### src/rtl/in_packet_ctrl.sv
// rtl/in_packet_ctrl.sv - bulk IN endpoint transaction controller
//
// Serves IN tokens from the IN FIFO. Each token produces either a DATA0/DATA1
// packet (PID, payload, CRC16) or a NAK. The controller tracks the data toggle
// and commits or rewinds the FIFO when the handshake arrives or times out.
//
// Optional feature macro: IN_PKT_ZLP_EN. When defined, an ACKed packet of
// exactly IN_MAXPACKETSIZE bytes arms a flag. The next token that finds the
// FIFO empty then gets a zero-length DATAx instead of a NAK.
//
// Ports:
//   clk_i, rstn_i         clock, asynchronous active-low reset
//   clk_gate_i            one-clock enable per bit period; all state moves on it
//   token_in_i            IN token for this endpoint
//   hs_ack_i              host ACK
//   hs_timeout_i          handshake timeout
//   bus_reset_i           bus reset / endpoint clear (toggle -> DATA0)
//   fifo_data_i           byte at FIFO head
//   fifo_valid_i          FIFO head valid
//   fifo_ready_o          FIFO strobe, one gate period wide
//   fifo_req_o            with fifo_ready_o: rewind
//   fifo_data_ack_o       with fifo_ready_o: commit
//   tx_data_o             byte to transmitter
//   tx_valid_o            tx_data_o valid
//   tx_last_o             last byte of packet
//   tx_ready_i            transmitter accepts on clk_gate_i
//   busy_o                transaction in progress
`timescale 1ns/1ps
module in_packet_ctrl #(
  parameter int IN_MAXPACKETSIZE = 8
) (
  input  logic       clk_i,
  input  logic       rstn_i,
  input  logic       clk_gate_i,
  input  logic       token_in_i,
  input  logic       hs_ack_i,
  input  logic       hs_timeout_i,
  input  logic       bus_reset_i,
  input  logic [7:0] fifo_data_i,
  input  logic       fifo_valid_i,
  output logic       fifo_ready_o,
  output logic       fifo_req_o,
  output logic       fifo_data_ack_o,
  output logic [7:0] tx_data_o,
  output logic       tx_valid_o,
  output logic       tx_last_o,
  input  logic       tx_ready_i,
  output logic       busy_o
);

  localparam int CNT_W = $clog2(IN_MAXPACKETSIZE + 1);
  localparam logic [CNT_W-1:0] MAX_CNT = CNT_W'(IN_MAXPACKETSIZE);

  typedef enum logic [2:0] {
    S_IDLE, S_NAK, S_PID, S_DATA, S_CRC_LO, S_CRC_HI, S_WAIT_HS
  } state_t;

  state_t           state_q, state_d;
  logic [CNT_W-1:0] cnt_q, cnt_d;
  logic [15:0]      crc_q, crc_d;
  logic             tog_q, tog_d;
  logic             strb_d, req_d, ack_d;
`ifdef IN_PKT_ZLP_EN
  logic             zlp_q, zlp_d;
`endif

  // Reflected CRC16 (poly 0xA001), one byte, LSB first.
  function automatic logic [15:0] crc16_byte(input logic [15:0] c, input logic [7:0] d);
    logic [15:0] r;
    r = c;
    for (int i = 0; i < 8; i++) begin
      if (r[0] ^ d[i]) r = (r >> 1) ^ 16'hA001;
      else             r = r >> 1;
    end
    return r;
  endfunction

  always_comb begin
    state_d    = state_q;
    cnt_d      = cnt_q;
    crc_d      = crc_q;
    tog_d      = tog_q;
    strb_d     = 1'b0;
    req_d      = 1'b0;
    ack_d      = 1'b0;
    tx_data_o  = 8'h00;
    tx_valid_o = 1'b0;
    tx_last_o  = 1'b0;
`ifdef IN_PKT_ZLP_EN
    zlp_d      = zlp_q;
`endif
    case (state_q)
      S_IDLE: begin
        if (token_in_i) begin
          if (fifo_valid_i) state_d = S_PID;
`ifdef IN_PKT_ZLP_EN
          // A zero-length packet is a normal packet whose DATA phase
          // finds the FIFO empty, so the CRC comes out as 00 00.
          else if (zlp_q) state_d = S_PID;
`endif
          else state_d = S_NAK;
        end
      end
      S_NAK: begin
        tx_data_o  = 8'h5A;
        tx_valid_o = 1'b1;
        tx_last_o  = 1'b1;
        if (tx_ready_i) state_d = S_IDLE;
      end
      S_PID: begin
        tx_data_o  = tog_q ? 8'h4B : 8'hC3;
        tx_valid_o = 1'b1;
        if (tx_ready_i) begin
          state_d = S_DATA;
          cnt_d   = '0;
          crc_d   = 16'hFFFF;
        end
      end
      S_DATA: begin
        // While a consume strobe is out the FIFO head still shows the byte
        // just sent; wait one gate period for it to advance.
        if (!fifo_ready_o) begin
          if (fifo_valid_i && (cnt_q < MAX_CNT)) begin
            tx_data_o  = fifo_data_i;
            tx_valid_o = 1'b1;
            if (tx_ready_i) begin
              strb_d = 1'b1;
              crc_d  = crc16_byte(crc_q, fifo_data_i);
              cnt_d  = cnt_q + CNT_W'(1);
            end
          end else begin
            state_d = S_CRC_LO;
          end
        end
      end
      S_CRC_LO: begin
        tx_data_o  = ~crc_q[7:0];
        tx_valid_o = 1'b1;
        if (tx_ready_i) state_d = S_CRC_HI;
      end
      S_CRC_HI: begin
        tx_data_o  = ~crc_q[15:8];
        tx_valid_o = 1'b1;
        tx_last_o  = 1'b1;
        if (tx_ready_i) state_d = S_WAIT_HS;
      end
      S_WAIT_HS: begin
        if (hs_ack_i) begin
          strb_d  = 1'b1;
          ack_d   = 1'b1;
          tog_d   = ~tog_q;
          state_d = S_IDLE;
`ifdef IN_PKT_ZLP_EN
          zlp_d   = (cnt_q == MAX_CNT);
`endif
        end else if (hs_timeout_i || token_in_i) begin
          strb_d  = 1'b1;
          req_d   = 1'b1;
          state_d = S_IDLE;
        end
      end
      default: state_d = S_IDLE;
    endcase

    if (bus_reset_i) begin
      state_d = S_IDLE;
      tog_d   = 1'b0;
      ack_d   = 1'b0;
      req_d   = (state_q != S_IDLE) && (state_q != S_NAK);
      strb_d  = req_d;
`ifdef IN_PKT_ZLP_EN
      zlp_d   = 1'b0;
`endif
    end
  end

  always_ff @(posedge clk_i or negedge rstn_i) begin
    if (!rstn_i) begin
      state_q         <= S_IDLE;
      cnt_q           <= '0;
      crc_q           <= 16'hFFFF;
      tog_q           <= 1'b0;
      fifo_ready_o    <= 1'b0;
      fifo_req_o      <= 1'b0;
      fifo_data_ack_o <= 1'b0;
`ifdef IN_PKT_ZLP_EN
      zlp_q           <= 1'b0;
`endif
    end else if (clk_gate_i) begin
      state_q         <= state_d;
      cnt_q           <= cnt_d;
      crc_q           <= crc_d;
      tog_q           <= tog_d;
      fifo_ready_o    <= strb_d;
      fifo_req_o      <= req_d;
      fifo_data_ack_o <= ack_d;
`ifdef IN_PKT_ZLP_EN
      zlp_q           <= zlp_d;
`endif
    end
  end

  assign busy_o = (state_q != S_IDLE);

endmodule
### config.mk
export PLATFORM = sky130hd
export DESIGN_NAME = in_packet_ctrl
export DESIGN_NICKNAME = d
export VERILOG_FILES = /design/src/rtl/in_packet_ctrl.sv
export SDC_FILE = /design/constraint.sdc
export NUM_CORES = 1
export LEC_CHECK = 0
export BUFFER_PORTS_ARGS = -buffer_cell sky130_fd_sc_hd__clkbuf_2
export CORE_MARGIN = 4
export CORE_UTILIZATION = 50
export DETAILED_ROUTE_END_ITERATION = 8
export GPL_TIMING_DRIVEN = 1
export PLACE_DENSITY = 0.7
export SYNTH_ARGS = -nofsm -noshare
export SYNTH_HDL_FRONTEND = slang
export SYNTH_SLANG_ARGS = --single-unit
### constraint.sdc
create_clock -name clk_i -period 2 [get_ports clk_i]
set_input_delay 0.2 -clock clk_i [delete_from_list [all_inputs] [get_ports clk_i]]
set_output_delay 0.2 -clock clk_i [all_outputs]
set_load 0.05 [all_outputs]
# Word-level counts from Yosys, hierarchy flattened
# Cells that the tools add are included.
word_totals:
  reg_bits: 27
  inputBits: 17
  output_inout_bits: 14
  wordCells: 142
op_classes:
  addsub: 1
  magnitude_cmp: 1
  n_eq_ne: 19
  muxes: 82
  n_bitwise: 19
  n_reduce_logical: 13
ops:
  columns: ["cell", "count"]
  rows:
  - ["$mux 16", 40]
  - ["$pmux 8 s5", 1]
  - ["$pmux 16 s2", 1]
  - ["$mux 3", 10]
  - ["$mux 8", 3]
  - ["$not 2->3", 8]
  - ["$ne 3x3->1 const B", 7]
  - ["$pmux 3 s7", 1]
  - ["$mux 1", 18]
  - ["$mux 4", 4]
  - ["$not 8->8", 2]
  - ["$eq 3x3->1 const B", 3]
  - ["$reduce_and 9->1", 1]
  - ["$ne 2x2->1 const B", 4]
  - ["$pmux 4 s2", 1]
  - ["$xor 1x1->1", 8]
  - ["$eq 3x2->1 const B", 2]
  - ["$reduce_and 6->1", 1]
  - ["$reduce_bool 2->1", 3]
  - ["$add 4x1->4 const B", 1]
  - ["$lt 4x4->1 const B", 1]
  - ["$ne 4x4->1 const B", 1]
  - ["$pmux 1 s2", 2]
  - ["$reduce_or 4->1", 1]
  - ["10 further kinds", 11]

# Depth between registers and ports, before layout
depth:
  word_depth: 48
  mapped_depth: 8
  mapped_depth_nobuf: 7

# Worst setup path before layout
# No wires, ideal clock.
synth_path:
  path_kind: "register -> output"
  from: "reg state_q[0]"
  to: "out tx_data_o[6]"
  arrival_time_ns: 2.567
  t_required_ns: 1.800
  setup_slack_ns: -0.767
  path_stages_with_launch: 6
  n_path_buf: 1
  cell_sequence: "dfrtp_1 buf_2 inv_2 nor2_1 a21oi_1 a31oi_1"
synth_between:
  elab_chain_len: 2
  word_cells_on_any_way: 6
  cone_classes: "5 x eq/ne; 1 x mux"
synth_lines:
  columns: ["item", "line_no", "rtl"]
  rows:
  - ["from (decl)", "58", "state_t state_q, state_d;"]
  - ["from (signal assigned)", "190", "state_q <= state_d;"]
  - ["$eq 3x3->1, or another cell as far along", "92", "case (state_q)"]
  - ["$pmux 8 s5 *", "92", null]
  - ["to (decl)", "44", "output logic [7:0] tx_data_o,"]
# Every way passes the cells marked *; elsewhere a longest branch is shown, timed or not.

# Worst setup path in the final report
layout_path:
  from: "reg fifo_ready_o"
  to: "out tx_data_o[7]"
layout_between:
  elab_chain_len: 2
layout_lines:
  columns: ["item", "line_no", "rtl"]
  rows:
  - ["from (decl)", "41", "output logic fifo_ready_o,"]
  - ["from (signal assigned)", "194", "fifo_ready_o <= strb_d;"]
  - ["$mux 8", "122", "if (!fifo_ready_o) begin"]
  - ["$pmux 8 s5", "92", null]
# No other way between the ends.

==> results.ini <==
[job]
drv_cap=0

[detailed_routing]
avgRoutedWirePerCell_um=16.26
vias=1759
drtIter0Drc=145
post_drt_via_cell_ratio=5.786
firstDrtPassIters=4
antenna_left=0
routed_wl_um=4942
drc_errors=0

[layout]
final_area_mm2=0.002487
layout_commonest_cell=nor2_1
multiInputGateArea_mm2=0.001227
nFillCells=279
diodes=0
final_cell_mix=nor2_1 (28), a21oi_1 (23), clkbuf_2 (21), buf_4 (19), dfstp_2 (16)
syn_to_final_growth_pct=36.54
drive_gt1_share_pct=42.64
finalNetCount=279
seq_area_um2=699.4

[synthesis]
synth_cells=209
synth_cell_types=49
yosys_warnings=0
syn_nets=229
syn-cell-area_mm2=0.001822
ys_seq_elements=27
synth_edf_count=0
ys_seq_area_share_pct=38.19
async_reset_ff_share_pct=100.0
postSynthAreaPerCell_um2=8.716
yosys_most_used_dff=dfstp_2

[place]
place_area_mm2=0.002183
routabilityCongestion=0.9293
dp_hpwl_um=3572
port-buffer-count=30
dp_slack_ps=-41.80

[worst_setup_path]
r2r_slack_ps=100
endpoint=tx_data_o[7]
crit_type=reg2out
reg2reg_to=crc_q[15]
cp-startpoint=fifo_ready_o
reg2reg_from=crc_q[1]
crit_fanout=5
cp-end-kind=output port
required_ps=1800
startpoint_type=flop
rr_worst_depth=5
worst-endpoint-arrival_ps=1830

[outcome]
violations=negative setup slack
outcome=complete, but fails checks

[die]
fp.dieW_um=68.36
die_area_mm2=0.004673
start_util_pct=53.33
core_region_area_mm2=0.003416
die_h_um=68.36
num_rows=21
io_pins=31

[timing]
min_period_ps=2027
fin_hold_ws_ps=159.9
rsz0062_at_grt=true
setup_viol=5
worstMarginPinSlew_ps=679.2
fin_crit_sh_pct=101.4
layout_setup_ws_ps=-27.01
hold_viol_final=0
fin_skew_ps=4.784
fmax_mhz=493.3
slew_viol_final=0
slew-limit-headroom_pct=54.72

[power]
internal-power_w=0.001812
power_density_mw_per_mm2=1343
clkPwrFrac_pct=7.2
power_frac_seq_pct=28.6
combPwrFrac_pct=64.3
p_sw_w=0.001528
p_leak_nw=1.018
switching_share_pct=45.75
ir_worst_vdd_mv=0.4983

[clocking]
numCtsBuffers=3
htreeDepth=1
clkTransAtPathRegs_ps=150
root_buffer=clkbuf_4
clock_path_buffers=2
clock_latency_ps=330
numClockSinks=27
cts_tree=built

[global_route]
grt_start_max_net_pins=28
grt_usage_pct=22.95
antenna_found_initial=0
grt_pass1_wl_um=8079
grt_pass1_vias=1722
grt-ovfl-total=0

[hold_path]
hold_class=in2reg

[worst max-delay path: stages, from the launching register on]
cell      delay [ps]
dfrtp_1          410
or3b_4           440
nor2_4           200
a222oi_1         180
nor2_4           130
buf_8            150
[cell type report]
type | instances | area share (%)
Clock buffer | 3 | 0.9054
Clock inverter | 1 | 0.2012
Inverter | 8 | 1.308
Multi-Input combinational cell | 165 | 49.35
Sequential cell | 27 | 28.12
Tap cell | 46 | 2.314
Timing Repair Buffer | 54 | 17.81
[stage by stage]
stage | power [W] | TNS (ps) | std cells | utilization (%)
final | 0.003340 | -106.2 | 304 | 72.82
after CTS | 0.003203 | -241.6 | 300 | 70.18
after global routing | 0.003556 | -598.4 | 304 | 72.82
after global placement | 0.002724 | 0 | 289 | 63.92
after floorplan | 0.002287 | -0.8615 | 209 | -
after detailed placement | 0.002764 | -41.80 | 289 | 63.92
[metal layers]
layer | vias to the layer above | track usage (%) | part of all wire, %
met1 | 849 | 33.20 | 47
met4 | 0 | 5.707 | 0.55
met2 | 70 | 35.86 | 47
met3 | 4 | 3.448 | 5.5
met5 | - | 0 | 0
li1 | 836 | - | -
[cell families (layout without fill, tap and decap cells)]
| family | after synthesis | after routing | synth area share [%] |
|---|---|---|---|
| xor+xnor | 23 | 23 | 12.29 |
| mux | 7 | 7 | 3.915 |
| buf+inv | 18 | 66 | 4.808 |
| fa+ha+maj | 3 | 3 | 2.061 |
| simple gates | 68 | 69 | 17.52 |
| compound gates | 63 | 63 | 21.22 |
| flops | 27 | 27 | 38.19 |
[synth_stat cells, drive strengths merged (4+ instances only)]
cell	count	area share (%)
a21oi	27	7.6
a22oi	6	2.5
a31oi	4	1.4
buf	6	2.1
clkbuf	4	1.0
dfrtp	11	15
dfstp	16	23
inv	8	1.6
mux2i	6	3.3
nand2	10	2.1
nand3	5	1.4
nor2	36	7.6
o21ai	11	3.0
xnor2	16	8.1
xor2	6	2.9
[power groups by stage]
stage / clock [W] / combinational [W] / sequential [W]
6_report: 0.000240 / 0.00215 / 0.000954
5_1_grt: 0.000269 / 0.00231 / 0.000980
4_1_cts: 0.000242 / 0.00202 / 0.000943
3_5_place_dp: 0 / 0.00181 / 0.000954
3_3_place_gp: 0 / 0.00178 / 0.000945
2_1_floorplan: 0 / 0.00136 / 0.000928
[flip-flops by register name, indices dropped and copies added (netlist names)]
register         cells
fifo_data_ack_o      1
state_q              3
tog_q                1
crc_q               16
cnt_q                4
fifo_ready_o         1
fifo_req_o           1
[worst min-delay path by stage]
stage	start	slack, ps	cells after the start	to
floorplan	rstn_i	-100	0	cnt_q[0]
global placement	rstn_i	250	1	state_q[0]
detailed placement	rstn_i	260	1	state_q[1]
CTS	clk_gate_i	170	2	fifo_req_o
global route	clk_gate_i	170	2	fifo_req_o
finish	clk_gate_i	160	2	fifo_req_o
[repair_timing]
item,in CTS,in global routing
endpoints found under the setup margin,10,27
pin swaps,8,6
endpoints found under the hold margin,11,0
gates resized for setup,33,20
cloned,1,0
hold buffers,1,0
buffers inserted,5,4
(Power assumes the default switching activity.)
